File: config.mk
export PLATFORM = sky130hd
export DESIGN_NAME = dma_burst_scheduler
export DESIGN_NICKNAME = d
export VERILOG_FILES = /design/src/rtl/dma_sched_pkg.sv /design/src/rtl/dma_rr_pick.sv /design/src/rtl/dma_burst_scheduler.sv
export SDC_FILE = /design/constraint.sdc
export NUM_CORES = 1
export LEC_CHECK = 0
export ABC_AREA = 1
export ABC_CLOCK_PERIOD_IN_PS = 2700
export CAP_MARGIN = 0
export CELL_PAD_IN_SITES_DETAIL_PLACEMENT = 0
export CELL_PAD_IN_SITES_GLOBAL_PLACEMENT = 1
export CORE_MARGIN = 3
export CORE_UTILIZATION = 36
export CTS_CLUSTER_DIAMETER = 100
export CTS_CLUSTER_SIZE = 16
export DETAILED_ROUTE_END_ITERATION = 8
export PLACE_DENSITY = 0.78
export SYNTH_ARGS = -nofsm -noshare
export SYNTH_HDL_FRONTEND = slang
export SYNTH_SLANG_ARGS = --single-unit
File: constraint.sdc
create_clock -name clk_i -period 2.7 [get_ports clk_i]
set_clock_uncertainty 0.15 [all_clocks]
set_input_delay 0.27 -clock clk_i [delete_from_list [all_inputs] [get_ports clk_i]]
set_output_delay 0.27 -clock clk_i [all_outputs]
set_load 0.02 [all_outputs]
File: src/rtl/dma_sched_pkg.sv
// Shared types and constants for the DMA burst scheduler.
package dma_sched_pkg;

  // Scheduler FSM states
  typedef enum logic [1:0] {
    IDLE  = 2'd0,
    GRANT = 2'd1,
    XFER  = 2'd2,
    DONE  = 2'd3
  } sched_state_e;

  // A length field value n describes n + LEN_BEAT_OFFSET beats
  localparam int unsigned LEN_BEAT_OFFSET = 1;

  // Index width for an n-entry set; never narrower than one bit
  function automatic int unsigned idx_w(input int unsigned n);
    return (n > 1) ? $clog2(n) : 1;
  endfunction

endpackage

File: src/rtl/dma_rr_pick.sv
// Combinational round-robin picker: first requester at or above ptr, wrapping.
module dma_rr_pick
  import dma_sched_pkg::*;
#(
  parameter int unsigned CH_NUM = 4
) (
  input  logic [CH_NUM-1:0]        req,
  input  logic [idx_w(CH_NUM)-1:0] ptr,
  output logic [CH_NUM-1:0]        gnt_c,
  output logic [idx_w(CH_NUM)-1:0] idx_c,
  output logic                     vld_c
);

  localparam int unsigned IDX_W = idx_w(CH_NUM);

  int unsigned      cand;
  logic [IDX_W-1:0] cand_idx;

  // Scan channels starting at ptr; first hit wins
  always_comb begin
    gnt_c    = '0;
    idx_c    = '0;
    vld_c    = 1'b0;
    cand     = 0;
    cand_idx = '0;
    for (int unsigned i = 0; i < CH_NUM; i++) begin
      cand = 32'(ptr) + i;
      if (cand >= CH_NUM) begin
        cand = cand - CH_NUM;
      end
      cand_idx = IDX_W'(cand);
      if (!vld_c && req[cand_idx]) begin
        vld_c           = 1'b1;
        idx_c           = cand_idx;
        gnt_c[cand_idx] = 1'b1;
      end
    end
  end

endmodule

File: src/rtl/dma_burst_scheduler.sv
// Round-robin burst scheduler feeding one shared transfer engine, with beat watchdog.
module dma_burst_scheduler
  import dma_sched_pkg::*;
#(
  parameter int unsigned CH_NUM  = 4,
  parameter int unsigned LEN_W   = 8,
  parameter int unsigned TIMEOUT = 256
) (
  input  logic                      clk_i,
  input  logic                      rst_i,
  input  logic                      enable_i,
  input  logic [CH_NUM-1:0]         ch_req_i,
  input  logic [CH_NUM*LEN_W-1:0]   ch_len_i,
  output logic [CH_NUM-1:0]         ch_ack_o,
  output logic [CH_NUM-1:0]         ch_done_o,
  output logic                      err_o,
  output logic                      eng_start_o,
  output logic [idx_w(CH_NUM)-1:0]  eng_ch_o,
  output logic [LEN_W-1:0]          eng_len_o,
  input  logic                      eng_beat_i,
  output logic                      busy_o
);

  localparam int unsigned IDX_W = idx_w(CH_NUM);
  localparam int unsigned WD_W  = idx_w(TIMEOUT);

  sched_state_e      state_q, state_d;
  logic [IDX_W-1:0]  ptr_q, ptr_d;
  logic [IDX_W-1:0]  ch_q, ch_d;
  logic [CH_NUM-1:0] gnt_q, gnt_d;
  logic [LEN_W-1:0]  len_q, len_d;
  logic [LEN_W-1:0]  cnt_q, cnt_d;
  logic [WD_W-1:0]   wd_q, wd_d;
  logic              err_flag_q, err_flag_d;

  logic [CH_NUM-1:0] pick_gnt;
  logic [IDX_W-1:0]  pick_idx;
  logic              pick_vld;
  logic [LEN_W-1:0]  pick_len;

  // Arbitration among pending channels
  dma_rr_pick #(
    .CH_NUM (CH_NUM)
  ) u_pick (
    .req   (ch_req_i),
    .ptr   (ptr_q),
    .gnt_c (pick_gnt),
    .idx_c (pick_idx),
    .vld_c (pick_vld)
  );

  // Length field of the winning channel
  always_comb begin
    pick_len = '0;
    for (int unsigned k = 0; k < CH_NUM; k++) begin
      if (pick_gnt[k]) begin
        pick_len = ch_len_i[k*LEN_W +: LEN_W];
      end
    end
  end

  // Next-state, beat counting and watchdog
  always_comb begin
    state_d    = state_q;
    ptr_d      = ptr_q;
    ch_d       = ch_q;
    gnt_d      = gnt_q;
    len_d      = len_q;
    cnt_d      = cnt_q;
    wd_d       = wd_q;
    err_flag_d = err_flag_q;
    case (state_q)
      IDLE: begin
        if (enable_i && pick_vld) begin
          ch_d       = pick_idx;
          gnt_d      = pick_gnt;
          len_d      = pick_len;
          ptr_d      = (pick_idx == IDX_W'(CH_NUM - 1)) ? '0 : pick_idx + IDX_W'(1);
          err_flag_d = 1'b0;
          state_d    = GRANT;
        end
      end
      GRANT: begin
        // Beats in this cycle are ignored; the engine only starts now
        cnt_d      = '0;
        wd_d       = '0;
        err_flag_d = 1'b0;
        state_d    = XFER;
      end
      XFER: begin
        if (eng_beat_i) begin
          wd_d = '0;
          if (cnt_q == len_q) begin
            state_d = DONE;
          end else begin
            cnt_d = cnt_q + LEN_W'(1);
          end
        end else if (wd_q == WD_W'(TIMEOUT - 1)) begin
          err_flag_d = 1'b1;
          state_d    = DONE;
        end else begin
          wd_d = wd_q + WD_W'(1);
        end
      end
      DONE: begin
        state_d = IDLE;
      end
      default: begin
        state_d = IDLE;
      end
    endcase
  end

  // State, datapath and registered pulse outputs
  always_ff @(posedge clk_i) begin
    if (rst_i) begin
      state_q     <= IDLE;
      ptr_q       <= '0;
      ch_q        <= '0;
      gnt_q       <= '0;
      len_q       <= '0;
      cnt_q       <= '0;
      wd_q        <= '0;
      err_flag_q  <= 1'b0;
      ch_ack_o    <= '0;
      ch_done_o   <= '0;
      err_o       <= 1'b0;
      eng_start_o <= 1'b0;
      busy_o      <= 1'b0;
    end else begin
      state_q     <= state_d;
      ptr_q       <= ptr_d;
      ch_q        <= ch_d;
      gnt_q       <= gnt_d;
      len_q       <= len_d;
      cnt_q       <= cnt_d;
      wd_q        <= wd_d;
      err_flag_q  <= err_flag_d;
      ch_ack_o    <= (state_d == GRANT) ? gnt_d : '0;
      ch_done_o   <= (state_d == DONE) ? gnt_d : '0;
      err_o       <= (state_d == DONE) && err_flag_d;
      eng_start_o <= (state_d == GRANT);
      busy_o      <= (state_d != IDLE);
    end
  end

  // Engine descriptor held from start to done
  assign eng_ch_o  = ch_q;
  assign eng_len_o = len_q;

endmodule
; Word level (Yosys, flattened, before mapping)
; Cells that the tools add are included.
[totals]
elab_cells = 125
reg_bits = 46
[classes]
n_lt_le_gt_ge = 12
eq_ne = 11
muxes = 54
bitwise = 5
n_reduce_logical = 20
addsub = 10
[op_table]
columns = operator, n
row1 = $mux W8, 8
row2 = $pmux W8 S2, 2
row3 = $mux W2, 13
row4 = $mux W4, 6
row5 = $add A8 B1 Y8 const B, 2
row6 = $mux W1, 15
row7 = $lt A2 B3 Y1 const B, 4
row8 = $or A4 B4 Y4, 3
row9 = $ge A3 B3 Y1 const B, 3
row10 = $logic_and A1 B1 Y1, 9
row11 = $bmux W1 S2, 4
row12 = $demux W1 S2, 4
row13 = $eq A2 B2 Y1 const B, 4
row14 = $eq A8 B8 Y1, 1
row15 = $eq A8 B8 Y1 const B, 1
row16 = $ge A2 B1 Y1 const B, 4
row17 = $pmux W2 S4, 1
row18 = $sub A2 B1 Y2 const B, 4
row19 = $add A2 B2 Y3 const B, 2
row20 = $eq A2 B1 Y1 const B, 2
row21 = $ne A2 B2 Y1 const B, 2
row22 = $reduce_and A2 Y1, 2
row23 = $reduce_bool A2 Y1, 2
row24 = $reduce_or A2 Y1, 2
row25 = 9 further kinds, 12

; Longest topological paths before layout
[depth]
depth_word = 20
ltp_mapped = 17
depth_no_buf = 15

; Cells and area by module
; A second synthesis with hierarchy kept.
[hier_totals]
hier_cells = 403
hier_area_um2 = 2782.7
[by_module_without_submodules]
columns = module, area_each_um2, seq_area_each_um2, cells_each, n_inst
row1 = dma_burst_scheduler, 2342.2, 920.9, 329, 1
row2 = dma_rr_pick, 440.4, 0.0, 74, 1

; Worst setup path before layout
; OpenSTA, ideal clock, no wires.
[synth_timing]
path_kind = reg2reg
startpoint = register ptr_q[1]
endpoint = register ptr_q[1]
required_ns = 2.441
path_stages_with_launch = 17
setup_ns = 0.109
slack_ns = 0.411
arrival_time_ns = 2.030
path_cell_list = dfxtp_1 -> inv_1 -> ha_1 -> inv_1 -> nand2_1 -> nand2_2 -> nor2_8 -> nand2_4 -> o21ai_4 -> nor2_8 -> inv_6 -> buf_12 -> nor2_4 -> nand2_2 -> nand3_2 -> nand2_1 -> inv_1
[synth_via]
elab_chain_len = 16
[synth_rtl]
columns = element, line
row1 = "start, declared", dma_burst_scheduler.sv:28  ; logic [IDX_W-1:0] ptr_q, ptr_d;
row2 = "start signal, assigned", dma_burst_scheduler.sv:132  ; ptr_q <= ptr_d;
row3 = "parallel branches: the longest is 16 deep, another holds $add A2 B1 Y3", -
; Parallel ways; which one is timed is not known. The select of a mux whose other input is x is not followed.
; A chain may end at the register's enable or synchronous reset.

==> summary.txt <==
Outcome
  – Status: finished, final reports clean

Logic synthesis
  – Syn. warnings: 0
  – Area share of the largest cell type after synthesis: 0.317
  – Cell types occupying the most area after synthesis: dfxtp_1 32%, nand2_1 14%, a21oi_1 8.6%, inv_1 7.0%, ha_1 6.0%
  – Post-synth top flop: dfxtp_1
  – Post-synthesis cell area: 0.00290 sq mm
  – Syn nets: about 460
  – Share of async-settable or async-resettable flops after synthesis: 0
  – Synth cell count leaders: 110 x nand2_1, 54 x inv_1, 50 x a21oi_1
  – Seq cells post-synth: between 40 and 50
  – Sequential share of the synthesized area: 0.317
  – Count of flip-flops with a built-in enable after synthesis: 0
  – Synth Instances: 409
  – Cell with the most instances after synthesis: nand2_1
  – Synthesized area per cell: 7.10 sq um
  – Cell type with the largest total area after synthesis: dfxtp_1
  – Distinct cell type count of the synthesized netlist: 36

Finish
  – Net count, final: about 520
  – Synthesis-to-layout area growth: 26.9%
  – Layout cells sized above 1: 0.0934
  – Diodes inserted: 0
  – Final Instance Area: 0.00368 sq mm

Clock tree
  – Number of levels the H-tree was split into: 2
  – Buffer levels on the longest clock path: 2
  – Reg clk slew, reported paths: ~0.09 ns
  – Clock root cell: clkbuf_8
  – Clock latency reported for the late side of the worst-skew pair: approximately 0.30 ns
  – Post-CTS Setup Bufs: 0
  – Total clock buffers created by CTS: 5
  – Clock net sink count: 46
  – TritonCTS clock tree: done
  – CTS hold repair buffers: 0

GRT
  – Total gr overflow: 0
  – Global-route wire length before repair: between 10000 and 15000 um
  – Number of global-route vias before repair: 2465
  – Largest net degree at the start of global routing: 31
  – Tot GR Track Use: 0.156
  – Antenna violations before repair: 0

Critical path
  – Worst reg2reg path depth: 12
  – Slack of the worst reg-to-reg path: about 0.26 ns
  – Req. time, crit path: about 2.7 ns
  – Crit path capture type: flop
  – Endpoint of the worst-slack reg-to-reg timing path: ch_ack_o[1]$_SDFF_PP0_
  – Crit path max-delay cell type: dfxtp_1
  – Cell Chain, Critical Path: inv_8 -> ha_1 -> inv_1 -> nand3_1 -> nand2_1 -> nor2_4 -> a21oi_1 -> nand3_2 -> inv_4 -> nand2_1 -> o21ai_0 -> nor2_1
  – CP max stage delay: roughly 0.43 ns
  – Category of the worst setup path launch point: flop
  – Largest delay contributor family on the critical path: simple AND/OR/NAND/NOR gates
  – CP most frequent cell: nand2_1
  – Startpoint-to-endpoint class of the critical path: reg2reg
  – Worst path arrival time: approximately 2.5 ns
  – Worst Path Buf+Inv: 3
  – Crit path max fanout: 9

Pwr
  – Static power due to leakage: between 1.5 and 2 nW
  – Switching power as a share of total power: 0.505
  – Power per unit of standard cell area: between 1000 and 1500 mW/mm^2
  – Total internal power: 2.07 mW
  – Fraction of power consumed by sequential logic: 0.222
  – Net switching power figure: between 2 and 2.5 mW
  – Share of total power in the clock network: 0.119
  – Worst vdd ir: around 0.45 mV
  – Share of power burned in combinational logic: 0.659

Min path
  – Capture endpoint of the worst hold path: wd_q[7]$_SDFFE_PP0P_
  – Hold_sp: wd_q[7]$_SDFFE_PP0P_
  – Worst hold path stage count: 2
  – Path type of the worst min-delay path: reg2reg

STA
  – Final hold slack: between 0.3 and 0.4 ns
  – Max-Slew Margin vs Limit: 0.643
  – Post-layout minimum cycle time: about 2.4 ns
  – Upper clock frequency limit: slightly above 400 MHz
  – Number of hold violations in the final report: 0
  – Final clock period utilization by the worst path: 0.905
  – Setup repair after global routing missed its margin: false
  – Setup_tns: 0 ns
  – Max-slew violation total from the final report: 0
  – Transition time of the tightest slew-check pin: around 0.53 ns
  – Final setup violation count: 0

Routing
  – Detailed-route wire length: 6920 um
  – Average routed wire per standard cell: between 10 and 15 um
  – First-pass iteration count of the detailed router: 5
  – Via density: 4.57
  – Routed via count: about 2600
  – ANT nets after route: 0
  – DRC violation total after the first TritonRoute iteration: 86
  – Post-detailed-route DRC marker count: 0

Floorplan
  – Die boundary width: 95.8 um
  – Die boundary height: around 96 um
  – Cell Rows: 32
  – DIE AREA: ~0.0092 sq mm
  – Starting Density: 0.374
  – Top-level port count: between 60 and 70
  – Placeable core region: between 0.007 and 0.008 sq mm

Place
  – # port buffers: 60
  – Estimated wirelength of the detail-placed design: approximately 5300 um
  – Placed Instance Area: about 0.0036 sq mm
  – Last weighted congestion value of the routability-driven placer: between 0.8 and 0.9

Run
  – Total of max-cap violations: 0
==> layout by cell type (no fill, tap or decap), types with 8 or more instances in the layout <==
cell type | netlist | routed
nand2_2 | 8 | 8
xnor2_1 | 9 | 9
dfxtp_1 | 46 | 46
o21ai_0 | 8 | 8
ha_1 | 14 | 14
clkdlybuf4s50_1 | 0 | 60
nand2_1 | 110 | 110
a21oi_1 | 50 | 50
nand3_1 | 12 | 12
nor2_1 | 33 | 33
inv_1 | 54 | 54
==> worst register-to-register path: cells and delay by family (launching register included) <==
| family | cells | cell delay (ns) |
|---|---|---|
| AND/OR/NAND/NOR | 6 | 0.69 |
| flip-flops | 1 | 0.43 |
| buffers and inverters | 3 | 0.36 |
| adder cells (fa/ha/maj) | 1 | 0.35 |
| AO/OA/AOI/OAI | 2 | 0.35 |
==> per-stage QoR <==
stage | setup WS [ns] | utilization | instances | total power [mW]
2_1_floorplan | 0.411 | - | 409 | 3.06
3_3_place_gp | 0.224 | 0.460 | 565 | 3.68
3_5_place_dp | 0.219 | 0.460 | 565 | 3.70
4_1_cts | 0.222 | 0.474 | 573 | 4.21
5_1_grt | 0.00389 | 0.474 | 573 | 4.61
6_report | 0.256 | 0.474 | 573 | 4.17
==> what timing repair did <==
item | 4_1_cts | 5_1_grt
endpoints found under the setup margin | 0 | 4
hold endpoints to repair | 0 | 0
resized for setup | 0 | 1
==> cell families after synthesis <==
family	synth area share
simple gates	0.317
compound gates	0.147
fa+ha+maj	0.0603
mux	0.0103
xor+xnor	0.0422
buf+inv	0.106
flops	0.317
==> layout make-up <==
class,instances,area [sq um]
fill,819,4080
multi-input combinational,297,1680
sequential,46,921
timing repair buffer,63,623
inverter,57,229
tap,102,128
clock buffer,5,68.8
clock inverter,3,40.0
==> routing by layer <==
layer  global-route usage  share of wire
met1                0.211           0.49
met2                0.243           0.43
met3               0.0414          0.067
met4               0.0498         0.0075
met5                    0              0
==> power by group through the flow <==
stage	clock network, mW	logic [mW]	registers (mW)
after floorplan	0	2.03	1.04
after global placement	0	2.74	0.945
final	0.498	2.75	0.925
after detailed placement	0	2.76	0.942
after global routing	0.545	3.12	0.947
after CTS	0.517	2.76	0.929
==> sequential cells by signal (all words and copies together) (netlist names), 2 cells and up, named ones only <==
name,cells
state_q,2
ch_ack_o,4
gnt_q,4
cnt_q,8
ch_done_o,4
eng_ch_o,2
wd_q,8
eng_len_o,8
==> worst max-delay path by stage <==
| stage | from | endpoint | slack [ns] | depth (start not counted) |
|---|---|---|---|---|
| floorplan | ptr_q[1]$_SDFFE_PP0P_ | ptr_q[1]$_SDFFE_PP0P_ | 0.41 | 16 |
| global placement | ch_req_i[3] | ch_done_o[1]$_SDFF_PP0_ | 0.22 | 12 |
| detailed placement | ch_req_i[3] | ch_done_o[1]$_SDFF_PP0_ | 0.22 | 12 |
| CTS | flop | ch_ack_o[1]$_SDFF_PP0_ | 0.22 | 12 |
| global route | flop | ch_ack_o[1]$_SDFF_PP0_ | 0.004 | 12 |
| finish | flop | ch_ack_o[1]$_SDFF_PP0_ | 0.26 | 12 |
Note: power is estimated with default switching activity, not from simulation.
